`src/rtl/truth_table_sweeper.sv`:
```
// Sweeps all eight input combinations of a 3-input logic block and reassembles
// the 8-bit truth-table code it implements, with match and per-combination stability.
module truth_table_sweeper #(
  parameter int SETTLE_CYCLES = 4,
  parameter int HOLD_CYCLES   = 2
) (
  input  logic       clk,
  input  logic       rst,
  input  logic       start,
  input  logic       abort,
  input  logic [7:0] expected,
  input  logic       dut_out,
  output logic       in1,
  output logic       in2,
  output logic       in3,
  output logic       busy,
  output logic       done,
  output logic [7:0] code,
  output logic       match,
  output logic [7:0] unstable
);

  localparam int MAX_CYC = (SETTLE_CYCLES > HOLD_CYCLES) ? SETTLE_CYCLES : HOLD_CYCLES;
  localparam int CW      = (MAX_CYC > 1) ? $clog2(MAX_CYC) : 1;
  localparam logic [CW-1:0] SETTLE_LAST = CW'(SETTLE_CYCLES - 1);
  localparam logic [CW-1:0] HOLD_LAST   = CW'(HOLD_CYCLES - 1);

  typedef enum logic [1:0] {IDLE, SETTLE, SAMPLE, DONE} state_t;

  state_t        state_reg, state_next;
  logic [CW-1:0] cnt_reg;
  logic [2:0]    idx_reg;
  logic [7:0]    exp_reg;
  logic [7:0]    code_reg;
  logic [7:0]    unstable_reg;
  logic          ref_reg;
  logic          match_valid_reg;

  logic running;
  logic accept;
  logic cancel;
  logic settle_end;
  logic sample_end;
  logic last_comb;

  assign running    = (state_reg == SETTLE) || (state_reg == SAMPLE);
  assign accept     = (state_reg == IDLE) && start;
  assign cancel     = running && abort;
  assign settle_end = (cnt_reg == SETTLE_LAST);
  assign sample_end = (cnt_reg == HOLD_LAST);
  assign last_comb  = (idx_reg == 3'd7);

  always_ff @(posedge clk or posedge rst) begin
    if (rst) begin
      state_reg <= IDLE;
    end else begin
      state_reg <= state_next;
    end
  end

  always_comb begin
    state_next = state_reg;
    case (state_reg)
      IDLE:    if (start) state_next = SETTLE;
      SETTLE: begin
        if (abort)           state_next = IDLE;
        else if (settle_end) state_next = SAMPLE;
      end
      SAMPLE: begin
        if (abort)           state_next = IDLE;
        else if (sample_end) state_next = last_comb ? DONE : SETTLE;
      end
      DONE:    state_next = IDLE;
      default: state_next = IDLE;
    endcase
  end

  // Counter restarts on every state change, so each phase counts from zero.
  always_ff @(posedge clk or posedge rst) begin
    if (rst) begin
      cnt_reg <= '0;
    end else if (state_next != state_reg) begin
      cnt_reg <= '0;
    end else if (running) begin
      cnt_reg <= cnt_reg + 1'b1;
    end
  end

  always_ff @(posedge clk or posedge rst) begin
    if (rst) begin
      idx_reg         <= 3'd0;
      exp_reg         <= 8'h00;
      code_reg        <= 8'h00;
      unstable_reg    <= 8'h00;
      ref_reg         <= 1'b0;
      match_valid_reg <= 1'b0;
    end else if (accept) begin
      idx_reg         <= 3'd0;
      exp_reg         <= expected;
      code_reg        <= 8'h00;
      unstable_reg    <= 8'h00;
      match_valid_reg <= 1'b0;
    end else if (cancel) begin
      idx_reg         <= 3'd0;
      match_valid_reg <= 1'b0;
    end else if (state_reg == SAMPLE) begin
      // First hold cycle captures the reference; later cycles only flag changes.
      if (cnt_reg == '0) begin
        code_reg[3'd7 - idx_reg] <= dut_out;
        ref_reg                  <= dut_out;
      end else if (dut_out != ref_reg) begin
        unstable_reg[3'd7 - idx_reg] <= 1'b1;
      end
      if (sample_end) begin
        idx_reg <= last_comb ? 3'd0 : idx_reg + 3'd1;
        if (last_comb) match_valid_reg <= 1'b1;
      end
    end
  end

  always_comb begin
    {in1, in2, in3} = idx_reg;
    busy            = running;
    done            = (state_reg == DONE);
    code            = code_reg;
    unstable        = unstable_reg;
    match           = match_valid_reg && (code_reg == exp_reg);
  end

endmodule

```
`config.mk`:
```
export PLATFORM = sky130hd
export DESIGN_NAME = truth_table_sweeper
export DESIGN_NICKNAME = d
export VERILOG_FILES = /design/src/rtl/truth_table_sweeper.sv
export SDC_FILE = /design/constraint.sdc
export NUM_CORES = 1
export LEC_CHECK = 0
export BUFFER_PORTS_ARGS = -buffer_cell sky130_fd_sc_hd__buf_2
export CORE_ASPECT_RATIO = 1.2
export CORE_MARGIN = 8
export CORE_UTILIZATION = 57
export CTS_BUF_LIST = sky130_fd_sc_hd__clkbuf_2 sky130_fd_sc_hd__clkbuf_4 sky130_fd_sc_hd__clkbuf_8
export CTS_CLUSTER_DIAMETER = 150
export DETAILED_ROUTE_END_ITERATION = 12
export GPL_ROUTABILITY_DRIVEN = 0
export HOLD_SLACK_MARGIN = 0.15
export PLACE_DENSITY = 0.87
export SLEW_MARGIN = 25
export SYNTH_ARGS = -nofsm -noshare
export SYNTH_HDL_FRONTEND = slang
export SYNTH_SLANG_ARGS = --single-unit
```
`constraint.sdc`:
```
create_clock -name clk -period 2.15 [get_ports clk]
set_input_delay 0.1075 -clock clk [delete_from_list [all_inputs] [get_ports clk]]
set_output_delay 0.1075 -clock clk [all_outputs]
set_load 0.02 [all_outputs]
```
-- Word level (Yosys, flattened, before mapping)
Cells that the tools add are included.
- input port bits: 13
- flip-flop bits (word level): 33
- output and inout bits: 22
- reduce and logical (&&, ||, !) cells: 19
- mux-type cells: 31
- add/subtract/negate cells: 3
- $lt $le $gt $ge: 2
- bitwise operators: 3
- eq/ne operators: 11
- operators with widths (operator ; count):
    $mux W8 ; 9
    $mux W2 ; 8
    $mux W3 ; 5
    $reduce_bool A3 Y1 ; 3
    $bwmux W8 ; 1
    $eq A8 B8 Y1 ; 1
    $or A8 B8 Y8 ; 1
    $pmux W2 S4 ; 1
    $reduce_and A4 Y1 ; 2
    $reduce_bool A2 Y1 ; 4
    $eq A2 B2 Y1 const B ; 3
    $mux W1 ; 6
    $reduce_and A3 Y1 ; 2
    $eq A2 B1 Y1 const B ; 2
    $logic_and A1 B1 Y1 ; 4
    $logic_not A2 Y1 ; 2
    $lt A3 B4 Y1 const B ; 1
    $ne A2 B2 Y1 const B ; 2
    $add A3 B1 Y3 const B ; 1
    $demux W1 S3 ; 1
    $eq A3 B3 Y1 const B ; 1
    $ge A3 B1 Y1 const B ; 1
    $sub A3 B3 Y3 const A ; 1
    $add A2 B1 Y2 const B ; 1
    5 further kinds ; 6

-- Depth between registers and ports, before layout
Gate-level depths: netlist of run 1.
- word-level depth: 11
- mapped depth: 7
- mapped depth without buffers: 6

-- Worst setup path before layout of run 1
OpenSTA, ideal clock, no wires.
- kind: register to register
- start point: reg state_reg[1]
- end point: reg code_reg[3] (netlist: code[3])
- cell stages (with the launch flop): 8
- setup time: 0.122 ns
- path buffers: 1
- clock period less this slack: 1.874 ns
- data required time: 2.028 ns
- data arrival time: 1.752 ns
- setup slack: 0.276 ns
- cells stage by stage: dfrtp_1 -> inv_1 -> ha_1 -> and2_4 -> buf_6 -> nor4b_2 -> mux2i_1 -> nor2_1
- word-level cells in the longest chain between the ends: 5
- elaborated cells on any way between the ends: 11
- those cells by class: 3 x eq/ne; 1 x mux; 7 x reduce/logical
- RTL lines (element ; line ; RTL):
    from (decl) ; 30 ; state_t state_reg, state_next;
    from (signal assigned) ; 57 ; state_reg <= state_next;
    $eq A2 B1 Y1 / $eq A2 B2 Y1 (equally long branches) ; 46 ; assign running = (state_reg == SETTLE) || (state_reg == SAMPLE);
    $logic_or A1 B1 Y1 * ; 46 ;
    named net busy ; 16 ; output logic busy,
    $logic_and A1 B1 Y1 * ; 48 ; assign cancel = running && abort;
    $ne A2 B2 Y1 (no source line) * ; - ;
    $reduce_and A3 Y1 (no source line) * ; - ;
    to (signal, indexed assignment) ; 109 ; code_reg[3'd7 - idx_reg] <= dut_out;
    to (decl) ; 34 ; logic [7:0] code_reg;
Mark *: on every way through the listed nets, which the timed path passes. The rest lies on a longest branch.
A chain may end at the register's enable or synchronous reset.

-- Worst setup path after layout of run 1
- start point: reg state_reg[0]
- end point: reg code_reg[7] (netlist: code[7])
- word-level cells in the longest chain between the ends: 5
- elaborated cells on any way between the ends: 11
- those cells by class: 3 x eq/ne; 1 x mux; 7 x reduce/logical
- RTL lines (element ; line):
    $eq A2 B1 Y1 / $eq A2 B2 Y1 (equally long branches) ; 46, 106
    $logic_or A1 B1 Y1 ; 46
    $logic_and A1 B1 Y1 ; 48
    $ne A2 B2 Y1 (no source line) ; -
    $reduce_and A3 Y1 (no source line) ; -
Several ways; a longest one is shown, not always the timed one.

==> metrics.txt, run 1 <==
outcome=complete, no violations; Switching Fraction=0.3596; overall routing resource usage=0.1841; H-tree Lvls=2; origin of the critical flop-to-flop path=state_reg[0]$_DFF_PP0_; internal power=approximately 1.2 mW; Setup Viol. Count Final=0; final-report hold violation count=0; FF-to-FF End=code[7]$_DFFE_PP0P_; VDD IR max=0.9555 mV; fmax=roughly 0.50 GHz; worst skew pair latency=0.35 ns; Hold EP=ref_reg$_DFFE_PP0P_; Worst Reg-to-Reg Cells=6; DIE HEIGHT=between 70 and 80 um; Area growth syn-to-layout=19.13%; number of max-cap violations=0; Clock Power Share=0.208; Final Max Slew Viols=0; I/O pins=35; Synth top area share=0.4508; Slew HR=0.6739; First-pass DRT Iterations=4; drt initial violations=70; Slew @ Worst Pin=between 0.4 and 0.5 ns; sequential power share=0.449; slowest CP cell=dfrtp_1; Buf+Inv Stages, Crit Path=1; Yosys cell types=37; WL/cell=between 15 and 20 um; CTS Root Cell=clkbuf_4; worst stage delay on the critical path=0.43 ns; nets@finish=between 200 and 250; CTS max path bufs=2; routed wire length=around 4.5 mm; Vias=around 1500; pre-CTS setup slack=0.2081 ns; dominant cell type by area after synthesis=dfrtp_1; initial antenna violation count=0; Final ANT Viol Nets=0; clk slew on worst S/H paths=0.11 ns; CP endpoint kind=flop; global route total overflow=0; CTS sink count=33; Syn Nets=between 150 and 200; share of cells above drive strength 1=0.2850; P per Cell Area=around 840 nW/um^2; delay-heaviest family, CP=simple AND/OR/NAND/NOR gates; DR vias/cell=roughly 5.9; PnR worst setup slack=around 0.16 ns; Post-DP HPWL=around 3.1 mm; R2R Setup Slk=roughly 0.16 ns; vias in the first global route=1552; Hold Crit Class=in -> reg; Final Cycle Share=0.9242; unrepaired setup endpoints after global routing=false; row cnt=22; Die W=slightly below 70 um; Ant. Diodes=0; Synth Register Bits=33; post-route minimum period=between 1.5 and 2 ns; setup TNS=0 ns; hold_sp=dut_out; crit-path cells=inv_1 -> ha_1 -> nand2_1 -> nor4b_2 -> mux2i_1 -> nor2_1; Synth area leaders=dfrtp_1, ha_1, mux2i_1, nor2_1, mux2_2; Hold Path Depth=2; Port Buf Inserts=34; mapped cell area=1832 sq um; crit path kind=reg -> reg; sequential cell area fraction in the yosys report=0.4508; wire length of the first global-routing pass=around 7.6 mm; crit path max fanout=10; TritonCTS Buffers=5; post-CTS resize count=0; power share of the combinational group=0.343; Initial Util=0.5995; LEAKAGE=approximately 1.1 nW; largest net degree at the start of global routing=34; CTS tree=done; Critical Path AT=2.21 ns; CP startpoint kind=flop; Die Area=around 5300 sq um; Ys Warns=0; switching power=around 0.66 mW; Final Skew=roughly 0.015 ns; Mapped Avg Cell Area=roughly 11 sq um; Critical Path RT=between 2 and 2.5 ns; DRC viols=0; Post-Syn Instances=roughly 170; post-layout util=0.7142; core area=about 3000 sq um
cells in the mapped netlist:
master,count
a21oi_1,10
a221oi_1,1
a22o_1,1
a31oi_1,4
a32oi_1,1
and2_1,2
and2_4,1
buf_2,7
buf_6,2
dfrtp_1,33
ha_1,10
inv_1,6
inv_2,1
mux2_1,4
mux2_2,6
mux2i_1,9
nand2_1,5
nand2_2,1
nand2b_1,3
nand3_1,2
nand4_1,3
nor2_1,22
nor2b_1,2
nor3_1,2
nor3b_1,1
nor4_1,5
nor4_2,1
nor4_4,1
nor4b_2,3
nor4b_4,2
o21ai_0,2
o31a_1,1
o31ai_1,1
o32ai_1,1
or2_0,1
xnor2_1,3
xor2_1,7
timing repair:
item / CTS / global route
endpoints found under the hold margin: 43 / 0
hold buffers: 11 / 0
buffers inserted: 0 / 0
layout make-up:
cell class	instances	area (sq um)
clock buffer	8	60.06
sequential	33	825.8
timing repair buffer	48	302.8
inverter	7	26.28
fill	206	873.3
tap	36	45.04
multi-input combinational	118	922.1
worst max-delay path by stage:
stage	startpoint	end	slack [ns]	cells after the start
after global placement	state_reg[1]$_DFF_PP0_	code[7]$_DFFE_PP0P_	0.32	6
after CTS	state_reg[0]$_DFF_PP0_	code[3]$_DFFE_PP0P_	0.18	6
final	state_reg[0]$_DFF_PP0_	code[7]$_DFFE_PP0P_	0.16	6
after global routing	state_reg[0]$_DFF_PP0_	code[7]$_DFFE_PP0P_	0.03	6
after detailed placement	state_reg[0]$_DFF_PP0_	code[3]$_DFFE_PP0P_	0.21	6
after floorplan	state_reg[1]$_DFF_PP0_	code[3]$_DFFE_PP0P_	0.28	7
worst register-to-register path: stages (launching register included):
cell and delay (ns):
dfrtp_1 0.43, inv_1 0.14, ha_1 0.37, nand2_1 0.30, nor4b_2 0.34, mux2i_1 0.23
nor2_1 0.05
cell families (layout without fill, tap and decap cells):
kind of cell             count (synthesis)  count (layout)  synth area share
adder cells (fa/ha/maj)                 10              10           0.06831
AND/OR/NAND/NOR                         57              57            0.2022
multiplexers                            19              19            0.1107
AO/OA/AOI/OAI                           22              22           0.07446
buffers and inverters                   16              63           0.04576
flip-flops                              33              33            0.4508
XOR/XNOR                                10              10           0.04782
layer usage:
layer / GRT usage / vias to the layer above / share of wire / routed length, um
met3: 0.06108 / 19 / 0.077 / 349
li1: - / 678 / - / -
met1: 0.1910 / 705 / 0.35 / 1577
met4: 0.08386 / 0 / 0.033 / 149
met2: 0.3210 / 75 / 0.54 / 2442
met5: 0 / - / 0 / 0
layout by cell type (no fill, tap or decap), types with 7 or more instances in the layout:
cell / count
dlygate4sd3_1: 11
buf_2: 34
dfrtp_1: 33
a21oi_1: 10
xor2_1: 7
mux2i_1: 9
ha_1: 10
nor2_1: 22
clkbuf_4: 8
power by group through the flow:
stage / clock network [mW] / logic, mW / registers [mW]
6_report: 0.380 / 0.627 / 0.820
5_1_grt: 0.407 / 0.688 / 0.834
4_1_cts: 0.379 / 0.618 / 0.819
3_5_place_dp: 0 / 0.599 / 0.833
3_3_place_gp: 0 / 0.559 / 0.816
2_1_floorplan: 0 / 0.493 / 0.807
through the flow:
step	instance area, sq um	power [mW]	cells	hold slack [ns]
after global routing	2182	1.928	250	0.1561
after detailed placement	2012	1.432	231	0.2207
after CTS	2182	1.816	250	0.1564
after global placement	2012	1.375	231	0.2050
after floorplan	1832	1.301	167	0.2364
final	2182	1.826	250	0.1586
Power figures use the tool's default switching activity.
==> run 2: changes to the inputs <==
CORE_UTILIZATION = 55   (was 57)
CTS_BUF_LIST = unset   (was sky130_fd_sc_hd__clkbuf_2 sky130_fd_sc_hd__clkbuf_4 sky130_fd_sc_hd__clkbuf_8)
PLACE_DENSITY = 0.84   (was 0.87)
==> metrics.txt, run 2 (synthesized netlist as in run 1, its figures left out) <==
outcome=complete, no violations; WL/cell=about 16 um; row cnt=23; Port Buf Inserts=34; Switching Fraction=0.3479; DRC viols=0; routed wire length=3.927 mm; largest net degree at the start of global routing=34; number of max-cap violations=0; TritonCTS Buffers=5; unrepaired setup endpoints after global routing=false; most frequent cells in the layout=buf_2, dfrtp_1, nor2_1; FF/Latch Area=slightly above 800 sq um; FILL cells=about 240; initial antenna violation count=0; power share of the combinational group=0.323; post-route minimum period=1.922 ns; Hold Crit Class=in -> reg; Final Max Slew Viols=0; switching power=around 0.65 mW; First-pass DRT Iterations=4; Area growth syn-to-layout=20.08%; CP startpoint kind=flop; Vias=about 1400; nets@finish=around 240; H-tree Lvls=2; clk slew on worst S/H paths=roughly 0.07 ns; Setup Viol. Count Final=0; Ant. Diodes=0; Hold Path Depth=3; internal power=1.222 mW; drt initial violations=52; Final ANT Viol Nets=0; met2 wire length=2.052 mm; fmax=about 0.52 GHz; leading cell type in the layout, fill and taps excluded=buf_2; Die W=68.68 um; wire length of the first global-routing pass=approximately 6.7 mm; setup TNS=0 ns; PnR worst setup slack=~0.23 ns; CTS Root Cell=clkbuf_8; CP endpoint kind=flop; share of cells above drive strength 1=0.2864; Slew HR=0.6970; final-report hold violation count=0; Final Skew=around 0.0045 ns; global route total overflow=0; worst stage delay on the critical path=0.42 ns; crit-path cells=inv_1 -> ha_1 -> nand2_1 -> nor4b_2 -> mux2i_1 -> nor2_1; DR vias/cell=5.536; Slew @ Worst Pin=between 0.4 and 0.5 ns; Top Layer Used=met4; vias in the first global route=~1400; slowest CP cell=dfrtp_1; I/O pins=35; P per Cell Area=between 800 and 900 nW/um^2; Post-DP HPWL=about 3 mm; Met1 Wirelength=~1.6 mm; crit path kind=reg -> reg; worst skew pair latency=between 0.2 and 0.3 ns; VDD IR max=0.7870 mV; Die Area=between 5000 and 6000 sq um; DIE HEIGHT=~79 um; CTS max path bufs=2; met3 WL=~250 um; CTS tree=done; pre-CTS setup slack=0.2370 ns; sequential power share=0.435; Critical Path RT=about 2.3 ns; Power, Total=between 1.5 and 2 mW; LEAKAGE=between 1 and 1.5 nW; Critical Path AT=~2.1 ns; Worst Reg-to-Reg Cells=6; Clock Power Share=0.242; Final Cycle Share=0.8942; multi-input logic area=roughly 920 sq um; post-layout util=0.6764; setup bufs post-CTS=0; Initial Util=0.5633; CTS sink count=33; core area=roughly 3300 sq um; crit path max fanout=10; overall routing resource usage=0.1582
==> run 2: changes by cell type in the layout (fill, tap and decap cells not counted), sizes merged <==
cell         change
dlygate4sd3      -1
clkbuf           -3
clkinvlp         +1
clkinv           +2
==> run 2: power groups by stage <==
stage	clock [mW]	sequential, mW	combinational [mW]
after floorplan	0	0.807	0.493
after global placement	0	0.817	0.570
after detailed placement	0	0.826	0.594
after CTS	0.467	0.814	0.610
after global routing	0.496	0.827	0.668
final	0.453	0.814	0.606
==> run 2: layout make-up <==
class	count	area share
Multi-Input combinational cell	118	0.4192
Sequential cell	33	0.3754
Timing Repair Buffer	47	0.1331
Inverter	7	0.01195
Clock inverter	3	0.007964
Tap cell	37	0.02105
Clock buffer	5	0.03129
==> run 2: per-stage QoR <==
step | hold slack [ns] | std cells | instance area [sq um]
after floorplan | 0.2364 | 167 | 1832
after global placement | 0.2108 | 232 | 2013
after detailed placement | 0.2108 | 232 | 2013
after CTS | 0.1524 | 250 | 2200
after global routing | 0.1909 | 250 | 2200
final | 0.1696 | 250 | 2200
==> run 2: path summary, 6_finish.rpt <==
| path | start | to | slack [ns] |
|---|---|---|---|
| max | state_reg[0]$_DFF_PP0_ | code[3]$_DFFE_PP0P_ | 0.23 |
| min | start | state_reg[0]$_DFF_PP0_ | 0.17 |
| max reg2reg | state_reg[0]$_DFF_PP0_ | code[3]$_DFFE_PP0P_ | 0.23 |
| min reg2reg | unstable[4]$_DFFE_PP0P_ | unstable[4]$_DFFE_PP0P_ | 0.49 |
| max in group asynchronous | rst | unstable[1]$_DFFE_PP0P_ | 1.42 |
| min in group asynchronous | rst | state_reg[1]$_DFF_PP0_ | 0.44 |
==> run 2: what timing repair did <==
action	in CTS	in global routing
gates resized for setup	0	0
hold buffers	10	0
hold endpoints to repair	42	0
==> run 2: layer usage <==
layer / vias up / track usage
li1: 675 / -
met1: 669 / 0.1897
met2: 35 / 0.2526
met3: 5 / 0.05767
met4: 0 / 0.05339
met5: - / 0
==> run 2: worst max-delay path, delay by kind of cell (launching register included) <==
kind                       cells  cell delay [ns]
adders and majority gates      1             0.37
buffers and inverters          1             0.15
DFF                            1             0.42
muxes                          1             0.22
and+or+nand+nor                3             0.65
